[config.mk]
export PLATFORM = sky130hd
export DESIGN_NAME = alarm_controller
export DESIGN_NICKNAME = d
export VERILOG_FILES = /design/src/rtl/alarm_pkg.sv /design/src/rtl/alarm_controller_tick_gen.sv /design/src/rtl/alarm_controller.sv
export SDC_FILE = /design/constraint.sdc
export NUM_CORES = 1
export LEC_CHECK = 0
export CORE_MARGIN = 2
export CORE_UTILIZATION = 58
export DETAILED_ROUTE_END_ITERATION = 8
export HOLD_SLACK_MARGIN = 0.02
export PLACE_DENSITY_LB_ADDON = 0.15
export SETUP_SLACK_MARGIN = 0.1
export SLEW_MARGIN = 20
export SYNTH_ARGS = -nofsm -noshare
export SYNTH_HDL_FRONTEND = slang
export SYNTH_SLANG_ARGS = --single-unit
[constraint.sdc]
create_clock -name CLK -period 2.08 [get_ports CLK]
set_clock_uncertainty 0.15 [all_clocks]
set_input_delay 0.208 -clock CLK [delete_from_list [all_inputs] [get_ports CLK]]
set_output_delay 0.208 -clock CLK [all_outputs]
set_load 0.01 [all_outputs]
[src/rtl/alarm_pkg.sv]
// alarm_pkg: keypad verdict codes and alarm state encoding shared by the alarm datapath
package alarm_pkg;
  localparam logic [1:0] KEY_OK    = 2'd0;
  localparam logic [1:0] KEY_ERROR = 2'd2;
  localparam logic [1:0] NO_KEY    = 2'd3;
  typedef enum logic [2:0] {
    ST_DISARMED = 3'd0,
    ST_EXIT     = 3'd1,
    ST_ARMED    = 3'd2,
    ST_ENTRY    = 3'd3,
    ST_ALARM    = 3'd4
  } state_t;
  function automatic logic no_key(input logic [1:0] ks);
    return ks == NO_KEY || ks == 2'd1;
  endfunction
endpackage

[src/rtl/alarm_controller_tick_gen.sv]
// tick_gen: free-running prescaler emitting a one-cycle TICK every TICK_CYCLES clocks
module tick_gen #(
  parameter int TICK_CYCLES = 12_000_000
) (
  input  logic CLK,
  input  logic RST_N,
  output logic TICK
);
  localparam int CW = $clog2(TICK_CYCLES + 1);
  logic [CW-1:0] cnt;
  // wrap the counter and pulse TICK on the wrap cycle
  always_ff @(posedge CLK or negedge RST_N) begin
    if (!RST_N) begin
      cnt  <= '0;
      TICK <= 1'b0;
    end else begin
      TICK <= cnt == CW'(TICK_CYCLES - 1);
      cnt  <= (cnt == CW'(TICK_CYCLES - 1)) ? '0 : cnt + CW'(1);
    end
  end
endmodule

[src/rtl/alarm_controller.sv]
// alarm_controller: arm/disarm FSM with exit/entry delays and timed siren; ALARM_LOCKOUT_EN adds keypad lockout
module alarm_controller
  import alarm_pkg::*;
#(
  parameter int TICK_CYCLES   = 12_000_000,
  parameter int N_SENSORS     = 4,
  parameter int EXIT_DELAY_S  = 10,
  parameter int ENTRY_DELAY_S = 10,
  parameter int SIREN_S       = 60,
  parameter int MAX_ERRORS    = 3,
  parameter int LOCKOUT_S     = 30
) (
  input  logic                 CLK,
  input  logic                 RST_N,
  input  logic [1:0]           KEY_STATUS,
  input  logic [N_SENSORS-1:0] SENSOR,
  output logic                 SIREN,
  output logic                 ARMED_LED,
  output logic                 BEEP,
  output logic                 LOCKED,
  output logic [2:0]           DEBUG_STATE
);
  localparam int MAXD_A = EXIT_DELAY_S > ENTRY_DELAY_S ? EXIT_DELAY_S : ENTRY_DELAY_S;
  localparam int MAXD   = MAXD_A > SIREN_S ? MAXD_A : SIREN_S;
  localparam int TW     = $clog2(MAXD) + 1;
  logic [1:0] ks_q, ks_q2;
  logic [N_SENSORS-1:0] s_meta, s_sync;
  logic [TW-1:0] tmr, ld_val;
  logic tick, ok_ev, err_ev, ok, trip, expire, ld;
  state_t state_q, state_d;
  tick_gen #(.TICK_CYCLES(TICK_CYCLES)) u_tick (
    .CLK  (CLK),
    .RST_N(RST_N),
    .TICK (tick)
  );
  // verdict edge detection and sensor synchronization
  always_ff @(posedge CLK or negedge RST_N) begin
    if (!RST_N) begin
      ks_q   <= NO_KEY;
      ks_q2  <= NO_KEY;
      s_meta <= '0;
      s_sync <= '0;
    end else begin
      ks_q   <= KEY_STATUS;
      ks_q2  <= ks_q;
      s_meta <= SENSOR;
      s_sync <= s_meta;
    end
  end
  assign ok_ev  = ks_q == KEY_OK && no_key(ks_q2);
  assign err_ev = ks_q == KEY_ERROR && no_key(ks_q2);
  assign trip   = |s_sync;
  assign expire = tick && tmr == TW'(1);
`ifdef ALARM_LOCKOUT_EN
  localparam int EW = $clog2(MAX_ERRORS + 1);
  localparam int LW = $clog2(LOCKOUT_S) + 1;
  logic [EW-1:0] err_cnt;
  logic [LW-1:0] lock_tmr;
  assign ok = ok_ev && !LOCKED;
  // count wrong codes and hold the keypad locked for LOCKOUT_S ticks
  always_ff @(posedge CLK or negedge RST_N) begin
    if (!RST_N) begin
      err_cnt  <= '0;
      lock_tmr <= '0;
      LOCKED   <= 1'b0;
    end else if (LOCKED) begin
      if (tick) lock_tmr <= lock_tmr - LW'(1);
      if (tick && lock_tmr == LW'(1)) begin
        LOCKED  <= 1'b0;
        err_cnt <= '0;
      end
    end else if (ok_ev) begin
      err_cnt <= '0;
    end else if (err_ev) begin
      err_cnt  <= err_cnt + EW'(err_cnt != EW'(MAX_ERRORS));
      LOCKED   <= err_cnt == EW'(MAX_ERRORS - 1);
      lock_tmr <= LW'(LOCKOUT_S);
    end
  end
`else
  logic unused_lock;
  assign unused_lock = ^{err_ev, MAX_ERRORS[0], LOCKOUT_S[0]};
  assign ok     = ok_ev;
  assign LOCKED = 1'b0;
`endif
  // state register
  always_ff @(posedge CLK or negedge RST_N) begin
    if (!RST_N) state_q <= ST_DISARMED;
    else state_q <= state_d;
  end
  // next state: accepted ok beats expiry beats trip; timed states load tmr on entry
  always_comb begin
    state_d = state_q;
    ld      = 1'b0;
    ld_val  = '0;
    case (state_q)
      ST_DISARMED: if (ok) begin
        state_d = ST_EXIT;
        ld      = 1'b1;
        ld_val  = TW'(EXIT_DELAY_S);
      end
      ST_EXIT: state_d = ok ? ST_DISARMED : expire ? ST_ARMED : ST_EXIT;
      ST_ARMED: if (ok) state_d = ST_DISARMED;
        else if (trip) begin
          state_d = ST_ENTRY;
          ld      = 1'b1;
          ld_val  = TW'(ENTRY_DELAY_S);
        end
      ST_ENTRY: if (ok) state_d = ST_DISARMED;
        else if (expire) begin
          state_d = ST_ALARM;
          ld      = 1'b1;
          ld_val  = TW'(SIREN_S);
        end
      ST_ALARM: state_d = ok ? ST_DISARMED : expire ? ST_ARMED : ST_ALARM;
      default: state_d = ST_DISARMED;
    endcase
  end
  // shared delay timer
  always_ff @(posedge CLK or negedge RST_N) begin
    if (!RST_N) tmr <= '0;
    else if (ld) tmr <= ld_val;
    else if (tick && tmr != '0) tmr <= tmr - TW'(1);
  end
  // beeper toggles per tick while staying in a delay state, cleared on any transition
  always_ff @(posedge CLK or negedge RST_N) begin
    if (!RST_N) BEEP <= 1'b0;
    else BEEP <= (state_d == ST_EXIT || state_d == ST_ENTRY) && state_d == state_q ? BEEP ^ tick : 1'b0;
  end
  // output decode of registered state
  always_comb begin
    SIREN       = state_q == ST_ALARM;
    ARMED_LED   = state_q == ST_ARMED || state_q == ST_ENTRY || state_q == ST_ALARM;
    DEBUG_STATE = state_q;
  end
endmodule

# --- Word-level counts from Yosys, hierarchy flattened ---
# Index checks and enable logic that the tools add are counted.
word_totals:
  register_bits: 48
  word_cells: 62
  in_bits: 8
classes:
  n_reduce_logical: 13
  add_sub_neg: 2
  n_bitwise: 1
  n_eq_ne: 11
  mux: 26
op_table:
  columns: ["operator", "n"]
  rows:
  - ["$add 24x1->24 const B", 1]
  - ["$eq 24x24->1 const B", 1]
  - ["$mux 24", 1]
  - ["$mux 3", 7]
  - ["$pmux 7 s3", 1]
  - ["$pmux 3 s5", 1]
  - ["$mux 7", 2]
  - ["$mux 4", 3]
  - ["$mux 6", 2]
  - ["$eq 3x2->1 const B", 3]
  - ["$eq 7x1->1 const B", 1]
  - ["$reduce_bool 7->1", 1]
  - ["$sub 7x1->7 const B", 1]
  - ["$eq 3x1->1 const B", 2]
  - ["$mux 1", 6]
  - ["$logic_and 1x1->1", 4]
  - ["$logic_or 1x1->1", 4]
  - ["$mux 2", 2]
  - ["$reduce_or 4->1", 1]
  - ["$eq 3x3->1", 1]
  - ["$eq 3x3->1 const B", 1]
  - ["$logic_not 3->1", 1]
  - ["$pmux 1 s3", 1]
  - ["$eq 2x1->1 const B", 1]
  - ["other kinds (4)", 4]

# --- Depth between registers and ports, before layout ---
logic_depth:
  word_depth: 9
  mapped_depth: 6
  mapped_depth_nobuf: 6

# --- Hierarchy ---
# A second synthesis with hierarchy kept.
hier_totals:
  hier_cells: 200
  area_unflattened_um2: 2195.9
modules_own_cells:
  columns: ["module", "seq_area_each_um2", "area_per_inst_um2", "cells_each", "instances"]
  rows:
  - ["tick_gen", 625.6, 1198.6, 116, 1]
  - ["alarm_controller", 554.3, 997.2, 84, 1]

# --- Worst setup path after synthesis ---
# OpenSTA, ideal clock, no wires.
synth_path:
  path_type: "register to register"
  from: "register u_tick.cnt[0]"
  to: "register u_tick.cnt[9]"
  t_required_ps: 1794
  path_buffers: 1
  arrival_time_ps: 1553
  synth_period_minus_slack_ps: 1839
  path_stages_with_launch: 7
  setup_slack_ps: 241
  cell_sequence: "dfrtp_1 -> ha_1 -> nand4_1 -> or2_2 -> buf_6 -> o41ai_1 -> mux2i_1"
synth_via:
  elab_chain_cells: 2
  elab_cells_between_ends: 3
  classes_between: "add/sub (1); eq/ne (1); mux (1)"
synth_lines:
  columns: ["element", "line", "source"]
  rows:
  - ["start: declaration", "alarm_controller_tick_gen.sv:10", "logic [CW-1:0] cnt;"]
  - ["start signal: assignment", "alarm_controller_tick_gen.sv:18", "cnt <= (cnt == CW'(TICK_CYCLES - 1)) ? '0 : cnt + CW'(1);"]
  - ["$add 24x1->24 / $eq 24x24->1 (equally long branches)", "alarm_controller_tick_gen.sv:18", null]
  - ["$mux 24 (*)", "alarm_controller_tick_gen.sv:18", null]
# Every way passes the cells marked *; elsewhere a longest branch is shown, timed or not.
# A chain may end at the register's enable or synchronous reset.

# --- Worst setup path in the final report ---
layout_path:
  from: "register u_tick.cnt[13]"
  to: "register u_tick.cnt[21]"
# The elaborated chain is that of the path after synthesis.

==> impl_metrics.json <==
{
  "final_nets": 249,
  "yosysSeqAreaShare_pct": 52.7,
  "async_reset_ff_share_pct": 100,
  "hold_violations": 0,
  "route.detailed.drc": 0,
  "port_buffers": 13,
  "cp_cell_sequence": "and4_2 > nand2_1 > or4_1 > a21oi_1",
  "routedWlPerCell_um": 14.8,
  "power.leakage_nw": 1.08,
  "netlist.area_leader.share_pct": 49.1,
  "nFillCells": 282,
  "grt-ovfl-total": 0,
  "drive_above_1_share_pct": 17.2,
  "hold_path_class": "primary input to register",
  "clk_pin_slew_worst_paths_ps": 100,
  "fp.dieH_um": 66.2,
  "drt_iter0_drc": 88,
  "via_count": 1719,
  "synth_ff_type": "dfrtp_1",
  "worst-endpoint-required_ps": 2150,
  "clk_latency_ps": 300,
  "outcome": "finished clean",
  "yosys_warnings": 0,
  "synth.top_cells.by_area": "dfrtp_1 49%, dfstp_2 3.5%, nand2_1 3.5%",
  "setup_ws_ps": 173,
  "h-tree-depth": 2,
  "cts_root_buf": "clkbuf_8",
  "powerDensity_nw_per_um2": 648,
  "syn_area_per_cell_um2": 10.5,
  "firstDrtPassIters": 4,
  "min-delay-start": "KEY_STATUS[0]",
  "startpoint_type": "register",
  "rows": 22,
  "cts_tree": "done",
  "r2r_start": "u_tick.cnt[13]",
  "fin_setup_tns_ps": 0,
  "area_growth_pct": 17.0,
  "diodes": 0,
  "multi_input_area_um2": 1040,
  "critPathSlowestCell": "or4_1",
  "synth.largest_area_cell": "dfrtp_1",
  "antenna_left": 0,
  "grtUsageTotal_pct": 22.8,
  "startpoint": "u_tick.cnt[13]",
  "fin_crit_ps": 1910,
  "syn_inst": 213,
  "route.final.wire_length_um": 4230,
  "post-place-ws_ps": 34.6,
  "globalplace.congestion": 0.934,
  "arrival_ps": 1980,
  "synth-seq-cells": 47,
  "grt_max_degree": 30,
  "final-seq-area_um2": 1180,
  "crit_family": "simple AND/OR/NAND/NOR gates",
  "rsz0062_at_grt": "yes",
  "start_util_pct": 60.8,
  "dieArea_um2": 4380,
  "cts.path.max_buffers": 2,
  "antenna_found_initial": 0,
  "setup_viol": 0,
  "critPathBufInv": 0,
  "critPathCaptureType": "register",
  "slowest_delay_ps": 560,
  "netlist_area_um2": 2240,
  "peakVddDrop_v": 0.000675,
  "viasPerCell": 6.01,
  "ios": 15,
  "synthTopCellsByCount": "44 x dfrtp_1, 21 x nand2_1, 12 x nand3_1",
  "dp_hpwl_um": 3200,
  "die_x_um": 66.2,
  "synth-edff-count": 0,
  "synth.most_common_cell": "dfrtp_1",
  "grt_pass1_wl_um": 7450,
  "cts.sinks": 47,
  "min_period_over_period_pct": 91.7,
  "coreArea_um2": 3690,
  "max_freq_mhz": 525,
  "cap_viol_max_count": 0,
  "ys_types": 50,
  "worstSetupPathType": "register to register",
  "numCtsBuffers": 5,
  "slew_violations": 0,
  "synth.net_count": 225,
  "first_global_vias": 1648,
  "path_max_fanout": 9
}
[routing by layer]
layer / wire length [um] / share of wire [%] / GRT usage, % / vias up
li1: - / - / - / 829
met1: 1740 / 41 / 27.6 / 827
met2: 2200 / 52 / 38.4 / 51
met3: 218 / 5.2 / 5.62 / 12
met4: 72 / 1.7 / 10.2 / 0
met5: 0 / 0 / 0 / -
[where the power goes]
group / switching [mW] / internal, mW / leakage (nW) / total, mW
Sequential: 0.0125 / 0.932 / 0.596 / 0.945
Clock: 0.306 / 0.362 / 0.0548 / 0.668
Combinational: 0.0430 / 0.0434 / 0.429 / 0.0864
[through the flow]
stage	std cells	total power, mW	hold WS, ps	utilization, %	area (um2)
after detailed placement	275	1.05	20.8	66.2	2440
after CTS	284	1.72	138	69.9	2580
after floorplan	213	0.996	-238	-	2240
after global routing	286	1.78	122	71.1	2620
after global placement	275	1.04	11.2	66.2	2440
final	286	1.70	145	71.1	2620
[path summary, 6_finish.rpt]
| kind | to | slack (ps) | cells after the start |
|---|---|---|---|
| min in group asynchronous | u_tick.cnt[3] | 250 | 2 |
| worst max-delay path | u_tick.cnt[21] | 170 | 4 |
| worst min register to register | s_sync[3] | 190 | 0 |
| max in group asynchronous | ks_q[1] | 980 | 3 |
| worst min-delay path | ks_q[0] | 140 | 1 |
| worst max register to register | u_tick.cnt[21] | 170 | 4 |
[state kept, by name, summed over array words and instances, names as in the netlist]
name,flops
u_tick.cnt,24
tmr,7
DEBUG_STATE,3
ks_q2,1
ks_q,2
s_meta,4
s_sync,4
BEEP,1
u_tick.TICK,1
[worst register-to-register path: cells and delay by family, from the launching register on]
kind            cells  cell delay, ps
simple gates        3            1030
flops               1             470
compound gates      1             170
[kinds of logic (layout without fill, tap and decap cells)]
kind of cell,after synthesis,in the layout,share of synthesized area [%]
buffers and inverters,10,35,2.62
other,1,1,0.167
and+or+nand+nor,96,96,24.3
adders and majority gates,4,4,2.23
xor gates and xnor gates,14,14,5.47
muxes,4,4,1.84
AOI/OAI and AO/OA,37,37,10.7
DFF,47,47,52.7
[cell type report]
type / instances / share of cell area, %
repair buffers: 22 / 7.83
flip-flops and latches: 47 / 45.2
inverters: 5 / 0.716
multi-input cells: 156 / 39.6
clock buffers: 5 / 2.63
clock inverters: 3 / 1.77
well taps: 48 / 2.29
[cells in the final DEF (no fill, tap or decap), types with 2 or more instances in the layout]
master	count
ha_1	3
nand3_2	2
nand4b_1	2
inv_1	5
nand4_1	6
nand2_1	21
a41oi_1	2
and3_1	2
a21oi_1	8
o31ai_1	3
dfrtp_1	41
nand2b_1	2
nor4_1	3
and3_2	2
nand3_1	12
o31a_1	2
a21boi_0	2
xor2_1	6
clkbuf_8	5
dlygate4sd2_1	2
buf_4	7
a31oi_1	6
nor2_1	11
mux2i_1	3
or4_1	4
dfrtp_2	3
dfstp_2	3
clkdlybuf4s50_1	10
o21ai_0	8
nor3b_1	3
and4_1	2
xnor2_1	8
nand3b_1	2
nor3_1	7
or3_1	2
[what timing repair did]
action | in CTS | in global routing
setup buffers | 0 | 2
hold buffers | 1 | 0
endpoints found under the hold margin | 18 | 0
pin swaps | 0 | 2
endpoints found under the setup margin | 5 | 18
gates resized for setup | 5 | 7
No activity file was read; power rests on OpenSTA's default activity.
